--- config.mk ---
export PLATFORM = sky130hd
export DESIGN_NAME = dmem_stage_flat
export DESIGN_NICKNAME = d
export VERILOG_FILES = /design/src/rtl/dmem_stage_if.sv /design/src/rtl/dmem_stage.sv /design/src/flat_wrapper.sv
export SDC_FILE = /design/constraint.sdc
export NUM_CORES = 1
export LEC_CHECK = 0
export ABC_CLOCK_PERIOD_IN_PS = 4350
export CORE_ASPECT_RATIO = 1.75
export CORE_MARGIN = 2
export CORE_UTILIZATION = 35
export DETAILED_ROUTE_END_ITERATION = 12
export GPL_ROUTABILITY_DRIVEN = 0
export HOLD_SLACK_MARGIN = 0.06
export PLACE_DENSITY = 0.64
export SKIP_CTS_REPAIR_TIMING = 1
export SLEW_MARGIN = 30
export SYNTH_ARGS = -nofsm -noshare
export SYNTH_HDL_FRONTEND = slang
export SYNTH_SLANG_ARGS = --single-unit
--- constraint.sdc ---
create_clock -name clk -period 4.35 [get_ports clk]
set_clock_uncertainty 0.2 [all_clocks]
set_input_delay 0.6525 -clock clk [delete_from_list [all_inputs] [get_ports clk]]
set_output_delay 0.6525 -clock clk [all_outputs]
set_load 0.005 [all_outputs]
--- src/rtl/dmem_stage_if.sv ---
// Data-memory request/response bus between dmem_stage and memory.
// master = pipeline stage, slave = memory.
interface dmem_stage_if #(
    parameter int AWIDTH = 32,
    parameter int DWIDTH = 32
);
    logic                  dmem_req_valid;
    logic                  dmem_req_ready;
    logic [AWIDTH-1:0]     dmem_addr;
    logic                  dmem_we;
    logic [DWIDTH-1:0]     dmem_wdata;
    logic [DWIDTH/8-1:0]   dmem_wstrb;
    logic                  dmem_rsp_valid;
    logic [DWIDTH-1:0]     dmem_rsp_data;

    modport master (
        output dmem_req_valid,
        output dmem_addr,
        output dmem_we,
        output dmem_wdata,
        output dmem_wstrb,
        input  dmem_req_ready,
        input  dmem_rsp_valid,
        input  dmem_rsp_data
    );

    modport slave (
        input  dmem_req_valid,
        input  dmem_addr,
        input  dmem_we,
        input  dmem_wdata,
        input  dmem_wstrb,
        output dmem_req_ready,
        output dmem_rsp_valid,
        output dmem_rsp_data
    );
endinterface

--- src/rtl/dmem_stage.sv ---
// pd3 memory-access stage: ALU pass-through, load/store via dmem bus.
// One instruction in flight; misaligned/illegal accesses fault locally.
module dmem_stage #(
    parameter int AWIDTH = 32,
    parameter int DWIDTH = 32
) (
    input  logic              clk,
    input  logic              reset,
    input  logic              e_valid,
    output logic              e_ready,
    input  logic [AWIDTH-1:0] e_res,
    input  logic [DWIDTH-1:0] e_rs2data,
    input  logic [2:0]        e_funct3,
    input  logic              e_memren,
    input  logic              e_memwen,
    input  logic [4:0]        e_rd,
    input  logic              e_regwen,
    dmem_stage_if.master      dmem,
    output logic              m_valid,
    input  logic              m_ready,
    output logic [DWIDTH-1:0] m_data,
    output logic [4:0]        m_rd,
    output logic              m_regwen,
    output logic              m_fault
);
    localparam int NB = DWIDTH / 8;

    typedef enum logic [1:0] {IDLE, REQ, WAIT} state_t;

    state_t            state_q, state_d;
    logic              req_valid;
    logic [AWIDTH-1:0] a_addr;
    logic [2:0]        a_f3;
    logic [4:0]        a_rd;
    logic              a_regwen;
    logic              a_we;
    logic [DWIDTH-1:0] a_wdata;
    logic [NB-1:0]     a_wstrb;

    logic              accept, memop, fault, issue;
    logic              is_half, is_word, bad_f3;
    logic [DWIDTH-1:0] st_wdata;
    logic [NB-1:0]     st_wstrb;
    logic [DWIDTH-1:0] shifted, ld_data;

    assign e_ready = (state_q == IDLE) && (!m_valid || m_ready);
    assign accept  = e_valid && e_ready;
    assign memop   = e_memren || e_memwen;
    assign is_half = (e_funct3[1:0] == 2'b01);
    assign is_word = (e_funct3[1:0] == 2'b10);
    assign bad_f3  = (e_funct3 == 3'b011) || (e_funct3 == 3'b110)
                  || (e_funct3 == 3'b111);
    assign fault   = (e_memren && e_memwen) || bad_f3
                  || (e_memwen && (e_funct3 > 3'b010))
                  || (is_half && e_res[0])
                  || (is_word && (e_res[1:0] != 2'b00));
    assign issue   = accept && memop && !fault;

    assign dmem.dmem_req_valid = req_valid;
    assign dmem.dmem_addr      = {a_addr[AWIDTH-1:2], 2'b00};
    assign dmem.dmem_we        = req_valid && a_we;
    assign dmem.dmem_wdata     = a_wdata;
    assign dmem.dmem_wstrb     = req_valid ? a_wstrb : '0;

    // State register
    always_ff @(posedge clk or posedge reset) begin
        if (reset) state_q <= IDLE;
        else       state_q <= state_d;
    end

    // Next-state and request-valid decode
    always_comb begin
        state_d   = state_q;
        req_valid = 1'b0;
        unique case (state_q)
            IDLE: if (issue) state_d = REQ;
            REQ: begin
                req_valid = 1'b1;
                if (dmem.dmem_req_ready) state_d = a_we ? IDLE : WAIT;
            end
            WAIT: if (dmem.dmem_rsp_valid) state_d = IDLE;
            default: state_d = IDLE;
        endcase
    end

    // Store lane replication and byte strobes from the offered address
    always_comb begin
        st_wdata = e_rs2data;
        st_wstrb = '1;
        unique case (e_funct3[1:0])
            2'b00: begin
                st_wdata = {NB{e_rs2data[7:0]}};
                st_wstrb = NB'(1) << e_res[1:0];
            end
            2'b01: begin
                st_wdata = {(NB/2){e_rs2data[15:0]}};
                st_wstrb = NB'(3) << e_res[1:0];
            end
            default: ;
        endcase
    end

    // Load lane select and sign/zero extension
    always_comb begin
        shifted = dmem.dmem_rsp_data >> {a_addr[1:0], 3'b000};
        ld_data = shifted;
        unique case (a_f3)
            3'b000: ld_data = {{(DWIDTH-8){shifted[7]}}, shifted[7:0]};
            3'b001: ld_data = {{(DWIDTH-16){shifted[15]}}, shifted[15:0]};
            3'b100: ld_data = {{(DWIDTH-8){1'b0}}, shifted[7:0]};
            3'b101: ld_data = {{(DWIDTH-16){1'b0}}, shifted[15:0]};
            default: ;
        endcase
    end

    // Latch the memory access when it is issued
    always_ff @(posedge clk or posedge reset) begin
        if (reset) begin
            a_addr   <= '0;
            a_f3     <= '0;
            a_rd     <= '0;
            a_regwen <= 1'b0;
            a_we     <= 1'b0;
            a_wdata  <= '0;
            a_wstrb  <= '0;
        end else if (issue) begin
            a_addr   <= e_res;
            a_f3     <= e_funct3;
            a_rd     <= e_rd;
            a_regwen <= e_regwen;
            a_we     <= e_memwen;
            a_wdata  <= e_memwen ? st_wdata : '0;
            a_wstrb  <= e_memwen ? st_wstrb : '0;
        end
    end

    // Writeback output register, held until consumed
    always_ff @(posedge clk or posedge reset) begin
        if (reset) begin
            m_valid  <= 1'b0;
            m_data   <= '0;
            m_rd     <= '0;
            m_regwen <= 1'b0;
            m_fault  <= 1'b0;
        end else begin
            if (m_valid && m_ready) m_valid <= 1'b0;
            if (accept && (!memop || fault)) begin
                m_valid  <= 1'b1;
                m_data   <= DWIDTH'(e_res);
                m_rd     <= e_rd;
                m_regwen <= !memop && e_regwen && (e_rd != 5'd0);
                m_fault  <= memop;
            end else if (state_q == REQ && dmem.dmem_req_ready && a_we) begin
                m_valid  <= 1'b1;
                m_data   <= DWIDTH'(a_addr);
                m_rd     <= a_rd;
                m_regwen <= 1'b0;
                m_fault  <= 1'b0;
            end else if (state_q == WAIT && dmem.dmem_rsp_valid) begin
                m_valid  <= 1'b1;
                m_data   <= ld_data;
                m_rd     <= a_rd;
                m_regwen <= a_regwen && (a_rd != 5'd0);
                m_fault  <= 1'b0;
            end
        end
    end
endmodule

--- src/flat_wrapper.sv ---
// flat-port wrapper written by rule: the top's interface ports become plain ports
module dmem_stage_flat 
#(
    parameter int AWIDTH = 32,
    parameter int DWIDTH = 32
)
  (clk, reset, e_valid, e_ready, e_res, e_rs2data, e_funct3, e_memren, e_memwen, e_rd, e_regwen, m_valid, m_ready, m_data, m_rd, m_regwen, m_fault, dmem_dmem_req_valid, dmem_dmem_addr, dmem_dmem_we, dmem_dmem_wdata, dmem_dmem_wstrb, dmem_dmem_req_ready, dmem_dmem_rsp_valid, dmem_dmem_rsp_data);
  dmem_stage_if #(.AWIDTH(AWIDTH), .DWIDTH(DWIDTH)) dmem_i ();
  input  logic clk;
  input  logic reset;
  input  logic e_valid;
  output logic e_ready;
  input  logic [AWIDTH-1:0] e_res;
  input  logic [DWIDTH-1:0] e_rs2data;
  input  logic [2:0] e_funct3;
  input  logic e_memren;
  input  logic e_memwen;
  input  logic [4:0] e_rd;
  input  logic e_regwen;
  output logic m_valid;
  input  logic m_ready;
  output logic [DWIDTH-1:0] m_data;
  output logic [4:0] m_rd;
  output logic m_regwen;
  output logic m_fault;
  output wire logic [$bits(dmem_i.dmem_req_valid)-1:0] dmem_dmem_req_valid;
  output wire logic [$bits(dmem_i.dmem_addr)-1:0] dmem_dmem_addr;
  output wire logic [$bits(dmem_i.dmem_we)-1:0] dmem_dmem_we;
  output wire logic [$bits(dmem_i.dmem_wdata)-1:0] dmem_dmem_wdata;
  output wire logic [$bits(dmem_i.dmem_wstrb)-1:0] dmem_dmem_wstrb;
  input wire logic [$bits(dmem_i.dmem_req_ready)-1:0] dmem_dmem_req_ready;
  input wire logic [$bits(dmem_i.dmem_rsp_valid)-1:0] dmem_dmem_rsp_valid;
  input wire logic [$bits(dmem_i.dmem_rsp_data)-1:0] dmem_dmem_rsp_data;
  assign dmem_dmem_req_valid = dmem_i.dmem_req_valid;
  assign dmem_dmem_addr = dmem_i.dmem_addr;
  assign dmem_dmem_we = dmem_i.dmem_we;
  assign dmem_dmem_wdata = dmem_i.dmem_wdata;
  assign dmem_dmem_wstrb = dmem_i.dmem_wstrb;
  assign dmem_i.dmem_req_ready = dmem_dmem_req_ready;
  assign dmem_i.dmem_rsp_valid = dmem_dmem_rsp_valid;
  assign dmem_i.dmem_rsp_data = dmem_dmem_rsp_data;
  dmem_stage #(.AWIDTH(AWIDTH), .DWIDTH(DWIDTH)) u_core (.clk(clk), .reset(reset), .e_valid(e_valid), .e_ready(e_ready), .e_res(e_res), .e_rs2data(e_rs2data), .e_funct3(e_funct3), .e_memren(e_memren), .e_memwen(e_memwen), .e_rd(e_rd), .e_regwen(e_regwen), .dmem(dmem_i), .m_valid(m_valid), .m_ready(m_ready), .m_data(m_data), .m_rd(m_rd), .m_regwen(m_regwen), .m_fault(m_fault));
endmodule
==> After elaboration in Yosys (flattened, before gate mapping) <==
Cells that the tools add are included.
{ "op_classes": {"n_reduce_logical": 38, "addsub": 0, "order_cmp": 1, "multipliers": 0, "eq_ne": 13, "muxes": 28, "bitwise_logic": 0, "n_shift": 3, "div": 0} }
{ "op_table": {"columns": ["cell", "count"], "rows": [
  ["two-way mux 32 bit", 4],
  ["one-hot mux 32 bit (4 select lines)", 1],
  ["one-hot mux 32 bit (2 select lines)", 1],
  ["right shift 32 x 5 -> 32 bit", 1],
  ["logical AND 1 bit", 17],
  ["two-way mux 5 bit", 3],
  ["equality test 3 bit (second input constant)", 4],
  ["two-way mux 1 bit", 11],
  ["nonzero test 5 bit", 2],
  ["logical OR 1 bit", 9],
  ["two-way mux 2 bit", 4],
  ["two-way mux 4 bit", 2],
  ["one-hot mux 4 bit (2 select lines)", 1],
  ["one-hot mux 2 bit (3 select lines)", 1],
  ["equality test 2 x 1 -> 1 bit (second input constant)", 2],
  ["equality test 2 bit (second input constant)", 2],
  ["zero test 2 bit", 2],
  ["!= test 2 bit (second input constant)", 2],
  ["nonzero test 4 bit", 1],
  ["<< shifter 1 x 2 -> 4 bit (first input constant)", 1],
  ["<< shifter 2 x 2 -> 4 bit (first input constant)", 1],
  ["equality test 3 x 1 -> 1 bit (second input constant)", 1],
  ["equality test 3 x 2 -> 1 bit (second input constant)", 1],
  ["> comparator 3 x 2 -> 1 bit (second input constant)", 1],
  ["other kinds (6)", 8]
]} }
{ "totals": {"reg_bits": 120, "wordCells": 96, "output_inout_bits": 111, "n_memories": 0, "mem_bits_ro": 0, "input_bits": 113, "ram_bits": 0, "latchBits": 0} }

==> Depth between registers and ports, before layout <==
Gate-level depths: netlist (run 1).
{ "depth": {"word_depth": 11, "mapped_depth": 8} }

==> Least setup slack after synthesis (run 1) <==
No wires, ideal clock.
{ "synth_timing": {"path_kind": "input port to flip-flop", "from": "input port e_res[0]", "to": "register u_core.m_valid", "required_ns": 4.019, "path_buffers": 2, "path_stages": 6, "setup_time_ns": 0.131, "slack_ns": 2.178, "arrival_time_ns": 1.841, "path_cell_list": "buf_2 -> o31ai_2 -> o2111ai_1 -> and3_1 -> buf_2 -> or3_1"} }
{ "synth_via": {"elab_chain_cells": 6, "word_cells_on_any_way": 9, "classes_between": "mux: 1; reduce/logical: 8"} }
{ "synth_lines": {"columns": ["element", "line", "text"], "rows": [
  ["start: declaration", "flat_wrapper.sv:13", "input logic [AWIDTH-1:0] e_res;"],
  ["nonzero test 2 bit or logical AND 1 bit (tied branches)", "dmem_stage.sv:56, dmem_stage.sv:55", null],
  ["logical AND 1 bit or logical OR 1 bit (tied branches)", "dmem_stage.sv:56, dmem_stage.sv:55", null],
  ["logical OR 1 bit *", "dmem_stage.sv:56", "|| (is_word && (e_res[1:0] != 2'b00));"],
  ["logical OR 1 bit *", "dmem_stage.sv:147", "if (accept && (!memop || fault)) begin"],
  ["logical AND 1 bit *", "dmem_stage.sv:147", null],
  ["nonzero test 4 bit (no line) or two-way mux 1 bit (tied branches)", null, null],
  ["end signal: assignment", "dmem_stage.sv:146", "if (m_valid && m_ready) m_valid <= 1'b0;"],
  ["end signal: assignment", "dmem_stage.sv:148", "m_valid <= 1'b1;"],
  ["end signal: assignment", "dmem_stage.sv:154", "m_valid <= 1'b1;"],
  ["end: declaration", "dmem_stage.sv:19", "output logic m_valid,"]
]} }
Mark *: on every way between the ends. The rest lies on a longest branch, timed or not.
A chain may end at the register's enable or synchronous reset.

==> Final worst setup path (run 1) <==
{ "layout_timing": {"from": "input port e_res[0]", "to": "register u_core.m_rd[4]"} }
{ "layout_via": {"elab_chain_cells": 6, "word_cells_on_any_way": 9, "classes_between": "mux: 1; reduce/logical: 8"} }
{ "layout_lines": {"columns": ["element", "line", "text"], "rows": [
  ["nonzero test 2 bit or logical AND 1 bit (tied branches)", "dmem_stage.sv:56, dmem_stage.sv:55", null],
  ["logical AND 1 bit or logical OR 1 bit (tied branches)", "dmem_stage.sv:56, dmem_stage.sv:55", null],
  ["logical OR 1 bit *", "dmem_stage.sv:56", null],
  ["logical OR 1 bit *", "dmem_stage.sv:147", null],
  ["logical AND 1 bit *", "dmem_stage.sv:147", null],
  ["nonzero test 3 bit (no line) or two-way mux 5 bit (tied branches)", null, null],
  ["end signal: assignment", "dmem_stage.sv:150", "m_rd <= e_rd;"],
  ["end signal: assignment", "dmem_stage.sv:156", "m_rd <= a_rd;"],
  ["end signal: assignment", "dmem_stage.sv:162", "m_rd <= a_rd;"],
  ["end: declaration", "dmem_stage.sv:22", "output logic [4:0] m_rd,"]
]} }
Marked as above.

==> results.yml, run 1 <==
outcome:
  status: "finished, final reports clean"
die:
  io_pins: 224
  core_area_um2: 18000
  dieArea_um2: 19500
  die-width_um: 106
  die_h_um: 183
  rows: 65
  initial_core_util_pct: 35.7
timing:
  slew_violations: 0
  hold_violations: 0
  finalCritPeriodShare_pct: 68.3
  rsz0062_at_grt: "false"
  setup_viol: 0
  fin_setup_tns_ps: 0
  setup_ws_ps: 1380
  finalWorstPathRequiredPeriod_ps: 2970
  max_freq_mhz: 337
  tightestPinTransition_ps: 895
  max-slew-margin-rel_pct: 40.3
clock_network:
  numClockSinks: 120
  tritoncts: "yes"
  cts_buffers: 17
  cts_root_buf: "clkbuf_16"
  worstSkewPairLatency_ps: 410
  cts_buffer_depth: 2
  htree_levels: 4
  clk_pin_slew_ps: 60
final_layout:
  antenna_cells: 0
  fin_nets: 1037
  syn_to_final_growth_pct: 43.4
  drive_above_1_share_pct: 8.86
grt:
  grt_pass1_vias: 6179
  grt_max_degree: 62
  grt.overflow.total: 0
  antenna_found_initial: 0
  grt_pass1_wl_mm: 34.1
  grt_usage_pct: 22.8
logic_synthesis:
  synth_mux_area_share_pct: 8.52
  ys_warn_count: 0
  synthSimpleGateAreaFrac_pct: 25.9
  yosys.area_share.adder_pct: 0
  async_flop_share_pct: 100
  syn-instance-count: 753
  synth_compound_area_share_pct: 10.5
  synth_top_family_by_area: "simple AND/OR/NAND/NOR gates"
  yosysUniqueCellTypes: 52
  synth-seq-cells: 120
  yosysSeqAreaShare_pct: 46.8
  synth_edf_count: 0
  synth_area_um2: 6420
  synthFlopType: "dfrtp_1"
  synth_xor_area_share_pct: 0.136
  avgSynthCellArea_um2: 8.52
worst_setup_path:
  crit_arrival_ps: 3070
  worstSetupPathType: "in2reg"
  endpoint_kind: "register"
  cp-start-kind: "primary input"
  cp_max_fo: 37
  required_ps: 4450
detailed_routing:
  drtPass1Iterations: 5
  wl_per_cell_um: 18.7
  vias_per_cell: 5.14
  via_count: 6016
  drc: 0
  ant_nets: 0
  first_iter_violations: 266
  drt_wl_total_mm: 21.9
place:
  dp_hpwl_mm: 16.1
  port_buffers: 221
  post-place-ws_ps: 934
min_path:
  holdCritPathClass: "reg2reg"
power_and_ir_drop:
  power_leakage_nw: 4.10
  peakVddDrop_uv: 226
  power_density_nw_per_um2: 561
run:
  maxCapViolCount: 0
-- worst max-delay path: stages --
cell	delay (ps)
clkdlybuf4s50_1	650
nand2_1	110
o2111ai_1	260
nand3_2	690
buf_4	460
o22ai_1	170
nor2_1	60
-- where the power goes --
part / internal [mW] / switching [mW] / leakage (nW)
Sequential: 1.53 / 0.348 / 1.51
Clock: 0.918 / 0.538 / 0.289
Combinational: 1.07 / 0.765 / 2.30
-- per-layer routing --
metal	vias up	GRT usage (%)	share of wire [%]
li1	2880	-	-
met1	2891	24.7	36
met2	209	42.5	55
met3	36	5.72	6.6
met4	0	8.05	2.5
met5	-	0	0
-- state kept, by name, indices dropped and copies added, names as in the netlist --
signal / flops
u_core.a_addr: 32
u_core.a_f3: 3
u_core.a_rd: 5
u_core.a_regwen: 1
u_core.a_we: 1
u_core.a_wstrb: 4
u_core.dmem.dmem_wdata: 32
u_core.m_data: 32
u_core.m_fault: 1
u_core.m_rd: 5
u_core.m_regwen: 1
u_core.m_valid: 1
u_core.state_q: 2
-- through the flow --
step / util (%) / instances / hold slack (ps) / power, mW / area, um2
finish: 51.2 / 1171 / 266 / 5.17 / 9210
global route: 51.2 / 1171 / 295 / 5.48 / 9210
CTS: 51.2 / 1171 / 277 / 5.22 / 9210
detailed placement: 47.8 / 1139 / 259 / 3.75 / 8600
global placement: 47.8 / 1139 / 251 / 3.72 / 8600
floorplan: - / 754 / 246 / 2.76 / 6420
-- final timing paths --
kind                                                        start                                endpoint  slack [ps]  cells after the start
max                                                      e_res[0]              u_core.m_rd[4]$_DFFE_PP0P_        1380                      7
min                        u_core.dmem.dmem_wdata[23]$_DFFE_PP0P_  u_core.dmem.dmem_wdata[23]$_DFFE_PP0P_         270                      2
max reg2reg                         u_core.state_q[1]$_DFFE_PP0P_              u_core.m_rd[4]$_DFFE_PP0P_        1690                      5
min reg2reg                u_core.dmem.dmem_wdata[23]$_DFFE_PP0P_  u_core.dmem.dmem_wdata[23]$_DFFE_PP0P_         270                      2
max in group asynchronous                                   reset            u_core.m_data[7]$_DFFE_PP0P_        2590                      3
min in group asynchronous                                   reset  u_core.dmem.dmem_wdata[26]$_DFFE_PP0P_         530                      2
-- Yosys cell counts (all sizes together) (2+ instances only) --
master	instances	share of area (%)
nand2b	2	0.19
nand3	66	5.2
mux2i	25	3.9
mux2	24	4.3
or4	2	0.23
and3	3	0.29
o22ai	5	0.49
nor2b	3	0.29
nand4	16	1.6
o2111ai	2	0.27
a22oi	12	1.4
o211ai	9	1.1
buf	63	6.6
nand2	241	14
o21ai	32	2.5
clkbuf	21	1.2
nor2	34	2.0
nor3b	2	0.23
o2bb2ai	5	0.68
inv	4	0.23
dfrtp	120	47
a221oi	2	0.37
o31ai	2	0.31
nor3	8	0.70
a21oi	28	2.2
a211oi	2	0.23
and2	5	0.49
-- placed cells by master, fill, tap and decap left out, types with 7 or more instances in the layout --
cell / netlist / final
clkdlybuf4s50_1: 0 / 221
nand4_1: 16 / 16
nand3_1: 65 / 63
o211ai_1: 9 / 9
nor3_1: 7 / 7
mux2i_1: 25 / 25
a22oi_1: 12 / 12
mux2_2: 23 / 23
buf_4: 37 / 11
clkbuf_16: 0 / 17
a21oi_1: 28 / 28
dfrtp_1: 120 / 120
o21ai_0: 25 / 25
o21ai_1: 7 / 7
nor2_1: 34 / 33
nand2_1: 240 / 240
-- kinds of logic after synthesis --
kind of cell / count (synthesis)
flops: 120
buf+inv: 88
xor+xnor: 1
other cells: 1
compound gates: 106
mux: 50
simple gates: 387
-- cell type report --
class | instances | area, um2
clock buffer | 18 | 439
clock inverter | 14 | 170
fill | 1672 | 8770
inverter | 4 | 17.5
multi-input combinational | 546 | 2930
sequential | 120 | 3000
tap | 234 | 293
timing repair buffer | 235 | 2350
Power figures use the tool's default switching activity.
==> run 2: changes to the inputs <==
--- a/config.mk
+++ b/config.mk
@@ -5,7 +5,7 @@
 export SDC_FILE = /design/constraint.sdc
 export NUM_CORES = 1
 export LEC_CHECK = 0
-export ABC_CLOCK_PERIOD_IN_PS = 4350
+export ABC_CLOCK_PERIOD_IN_PS = 2950
 export CORE_ASPECT_RATIO = 1.75
 export CORE_MARGIN = 2
 export CORE_UTILIZATION = 35
==> constraint.sdc (replaced) <==
create_clock -name clk -period 2.95 [get_ports clk]
set_clock_uncertainty 0.2 [all_clocks]
set_input_delay 0.4425 -clock clk [delete_from_list [all_inputs] [get_ports clk]]
set_output_delay 0.4425 -clock clk [all_outputs]
set_load 0.005 [all_outputs]
==> run 2 against run 1 <==
  * Total power is 47% higher
  * Largest cell class unchanged
  * Final cell count is 0.94% higher
  * Clock-buffer cell count grew 2
  * Non-clock buffer count grew 11
  * Core utilization is 0.47 points higher
  * Global-route usage rose by 0.59 points
==> results.yml, run 2 (same netlist as run 1, synthesis figures left out) <==
timing:
  fin_setup_tns_ps: 0
  hold_violations: 0
  slew_violations: 0
  setup_viol: 0
  rsz0062_at_grt: "false"
  holdWs_ps: 265
  max_freq_mhz: 365
  max-slew-margin-rel_pct: 51.0
  tightestPinTransition_ps: 734
  finalCritPeriodShare_pct: 92.9
  finalWorstPathRequiredPeriod_ps: 2740
die:
  rows: 65
  io_pins: 224
  dieArea_um2: 19500
  die_h_um: 183
  initial_core_util_pct: 35.7
  core_area_um2: 18000
  die-width_um: 106
place:
  dp_hpwl_mm: 16.1
  post-place-cells: 1150
  port_buffers: 221
grt:
  grt_pass1_vias: 6347
  use_met1_pct: 25.7
  use_met2_pct: 41.6
  grt_usage_pct: 23.4
  grt_max_degree: 74
  gr-max-usage-layer: "met2"
  grt_pass1_wl_mm: 34.9
  grt.overflow.total: 0
  antenna_found_initial: 0
  met3_usage_pct: 6.15
final_layout:
  drive_above_1_share_pct: 9.81
  fill_cells: 1666
  layoutNonFillerInstCount: 1182
  syn_to_final_growth_pct: 44.8
  fin_nets: 1048
  antenna_cells: 0
  mostFrequentLayoutCells: "nand2_1, clkdlybuf4s50_1, dfrtp_1"
  layout_commonest_cell: "nand2_1"
clock_network:
  cts_buffers: 17
  clk_pin_slew_ps: 60
  htree_levels: 4
  tritoncts: "yes"
  worstSkewPairLatency_ps: 410
  cts_buffer_depth: 2
  cts_root_buf: "clkbuf_16"
  numClockSinks: 120
worst_setup_path:
  crit_arrival_ps: 2100
  endpoint_kind: "output pin"
  worstSetupPathType: "reg2out"
  required_ps: 2310
  cp_max_fo: 8
  cp-startpoint: "u_core.state_q[1]$_DFFE_PP0P_"
  r2r_start: "u_core.a_addr[0]$_DFFE_PP0P_"
  cp-start-kind: "register"
detailed_routing:
  drtPass1Iterations: 5
  vias_per_cell: 5.20
  drt_wl_total_mm: 22.2
  drc: 0
  ant_nets: 0
  first_iter_violations: 318
  wl_per_cell_um: 18.8
  via_count: 6144
power_and_ir_drop:
  intPower_mw: 5.16
  p_clk_share_pct: 27.7
  swShare_pct: 32.2
  peakVddDrop_uv: 339
  power_leakage_nw: 4.14
  power.switching_mw: 2.45
  power_density_nw_per_um2: 819
  comb_power_share_pct: 36.4
  power_frac_seq_pct: 36.0
run:
  maxCapViolCount: 0
min_path:
  min_from: "u_core.dmem.dmem_wdata[22]$_DFFE_PP0P_"
  holdCritPathClass: "reg2reg"
outcome:
  status: "finished, final reports clean"
[run 2: metrics by stage]
step	utilization [%]	area [um2]	total power, mW	setup slack [ps]
floorplan	-	6420	4.07	838
global placement	48.4	8690	5.52	375
detailed placement	48.4	8690	5.56	349
CTS	51.7	9290	7.70	147
global route	51.7	9290	8.08	48.3
finish	51.7	9290	7.61	211
[run 2: routing by layer]
metal	vias up	part of all wire, %
met5	-	0
met4	0	4.0
met3	40	7.2
met2	260	53
met1	2942	36
li1	2902	-
[run 2: final cells by class]
type                       instances  area [um2]  area share (%)
clock inverter                    12         141            1.52
multi-input combinational        546        2930            31.5
sequential                       120        3000            32.3
clock buffer                      20         457            4.92
inverter                           4        18.8           0.202
timing repair buffer             246        2450            26.4
tap                              234         293            3.15
[run 2: power by group through the flow]
stage | combinational (mW) | clock, mW | sequential, mW
2_1_floorplan | 1.43 | 0 | 2.64
3_3_place_gp | 2.76 | 0 | 2.76
3_5_place_dp | 2.79 | 0 | 2.77
4_1_cts | 2.80 | 2.15 | 2.74
5_1_grt | 3.03 | 2.23 | 2.82
6_report | 2.77 | 2.11 | 2.74
[run 2: path summary, 6_finish.rpt]
kind / depth (start not counted) / slack [ps] / endpoint
max reg2reg: 5 / 710 / u_core.m_data[1]$_DFFE_PP0P_
min: 2 / 270 / u_core.dmem.dmem_wdata[22]$_DFFE_PP0P_
max: 3 / 210 / dmem_dmem_wstrb[3]
min reg2reg: 2 / 270 / u_core.dmem.dmem_wdata[22]$_DFFE_PP0P_
min in group asynchronous: 3 / 280 / u_core.m_data[3]$_DFFE_PP0P_
max in group asynchronous: 3 / 1880 / u_core.m_data[28]$_DFFE_PP0P_
[run 2: worst max-delay path, cell delays in order (launching register included)]
cell and delay [ps]:
dfrtp_1 460, nor2b_1 470, and2_1 200, clkdlybuf4s50_1 560
==> run 3: changes to the inputs <==
--- a/config.mk
+++ b/config.mk
@@ -6,7 +6,7 @@
 export NUM_CORES = 1
 export LEC_CHECK = 0
 export ABC_CLOCK_PERIOD_IN_PS = 2950
-export CORE_ASPECT_RATIO = 1.75
+export CORE_ASPECT_RATIO = 1.4
 export CORE_MARGIN = 2
 export CORE_UTILIZATION = 35
 export DETAILED_ROUTE_END_ITERATION = 12
==> run 3 against run 2 <==
  * Total power grew 1.3%
  * Combinational power is essentially flat
  * Global-route usage shrank 1.1 points
  * Setup slack better by 34 ps
  * Worst hold slack got worse by 3.2 ps
  * Core utilization rose by 0.29 points
  * Maximum frequency grew 1.3%
  * Sequential power about the same
  * Cell area up 0.70%
  * Die area decreased by 0.14%
  * Final cell count increased by 0.93%
  * Largest cell class unchanged
==> results.yml, run 3 (same netlist as run 1, synthesis figures left out) <==
place:
  dp_hpwl_mm: 15.7
  post-place-cells: 1161
  port_buffers: 221
grt:
  grt_usage_pct: 22.3
  grt_pass1_wl_mm: 33.6
  antenna_found_initial: 0
  grt_pass1_vias: 6038
  grt.overflow.total: 0
  grt_max_degree: 57
detailed_routing:
  via_count: 6141
  first_iter_violations: 596
  ant_nets: 0
  wl_per_cell_um: 18.2
  drtPass1Iterations: 6
  drt_wl_total_mm: 21.7
  drc: 0
  vias_per_cell: 5.15
worst_setup_path:
  worstSetupPathType: "reg2out"
  worstRegToRegCells: 5
  r2r_start: "u_core.a_addr[0]$_DFFE_PP0P_"
  crit_arrival_ps: 2060
  rrSetupSlack_ps: 740
  required_ps: 2310
  cp_max_fo: 8
  endpoint_kind: "output pin"
  cp-start-kind: "register"
  r2r_end: "u_core.m_data[14]$_DFFE_PP0P_"
power_and_ir_drop:
  total_power_mw: 7.71
  peakVddDrop_uv: 298
  power_density_nw_per_um2: 824
  power_leakage_nw: 4.18
timing:
  slew_violations: 0
  finalWorstPathRequiredPeriod_ps: 2710
  fin_setup_tns_ps: 0
  max_freq_mhz: 370
  tightestPinTransition_ps: 761
  max-slew-margin-rel_pct: 49.2
  hold_violations: 0
  rsz0062_at_grt: "false"
  finalCritPeriodShare_pct: 91.7
  setup_viol: 0
die:
  dieArea_um2: 19400
  core_area_um2: 18000
  die_h_um: 164
  rows: 58
  initial_core_util_pct: 35.7
  io_pins: 224
  die-width_um: 118
min_path:
  holdCritPathClass: "reg2reg"
  hold-path-endpoint: "u_core.dmem.dmem_wdata[7]$_DFFE_PP0P_"
  hold_path_depth: 2
  min_from: "u_core.dmem.dmem_wdata[7]$_DFFE_PP0P_"
clock_network:
  numClockSinks: 120
  htree_levels: 4
  cts_buffers: 17
  worstSkewPairLatency_ps: 410
  clk_pin_slew_ps: 60
  cts_buffer_depth: 2
  cts_root_buf: "clkbuf_16"
  tritoncts: "yes"
final_layout:
  drive_above_1_share_pct: 10.3
  syn_to_final_growth_pct: 45.8
  layoutNonFillerInstCount: 1193
  layout_commonest_cell: "nand2_1"
  mostFrequentLayoutCells: "nand2_1, clkdlybuf4s50_1, dfrtp_1"
  fin_nets: 1053
  antenna_cells: 0
run:
  maxCapViolCount: 0
outcome:
  status: "finished, final reports clean"
## run 3: worst max path at each step
stage / slack [ps] / end / startpoint
floorplan: 840 / u_core.a_addr[0]$_DFFE_PP0P_ / reset
global placement: 290 / u_core.m_data[9]$_DFFE_PP0P_ / e_res[0]
detailed placement: 280 / u_core.m_data[9]$_DFFE_PP0P_ / e_res[1]
CTS: 180 / dmem_dmem_we / u_core.state_q[1]$_DFFE_PP0P_
global route: 130 / dmem_dmem_we / u_core.state_q[0]$_DFFE_PP0P_
finish: 240 / dmem_dmem_wstrb[2] / u_core.state_q[1]$_DFFE_PP0P_
## run 3: cell type report
class / instances / area, um2
well taps: 240 / 300
clock inverters: 12 / 174
flip-flops and latches: 120 / 3000
repair buffers: 251 / 2470
fillers: 1717 / 8640
inverters: 4 / 18.8
clock buffers: 20 / 457
multi-input cells: 546 / 2930
## run 3: stage by stage
stage               setup slack [ps]  utilization [%]  cell area, um2  hold WS (ps)
floorplan                        838                -            6420           246
global placement                 287             48.5            8720           250
detailed placement               275             48.5            8720           254
CTS                              178             52.0            9360           268
global route                     130             52.0            9360           282
finish                           244             52.0            9360           262
## run 3: power by group
| group | total [mW] | internal [mW] | switching [mW] |
|---|---|---|---|
| clock network | 2.22 | 1.45 | 0.769 |
| registers | 2.75 | 2.26 | 0.492 |
| logic | 2.74 | 1.60 | 1.14 |
| total | 7.71 | 5.31 | 2.40 |
## run 3: per-layer routing
metal  wire [um]  up-vias  track usage, %
met1        8720     2938            26.9
met3        1610       28            6.39
met4         343        0            6.22
met2       11100      271            38.9
li1            -     2904               -
met5           0        -               0
## run 3: worst max-delay path: stages (launching register included)
cell             delay, ps
dfrtp_1                460
nor2b_1                450
and2_1                 200
clkdlybuf4s50_1        540
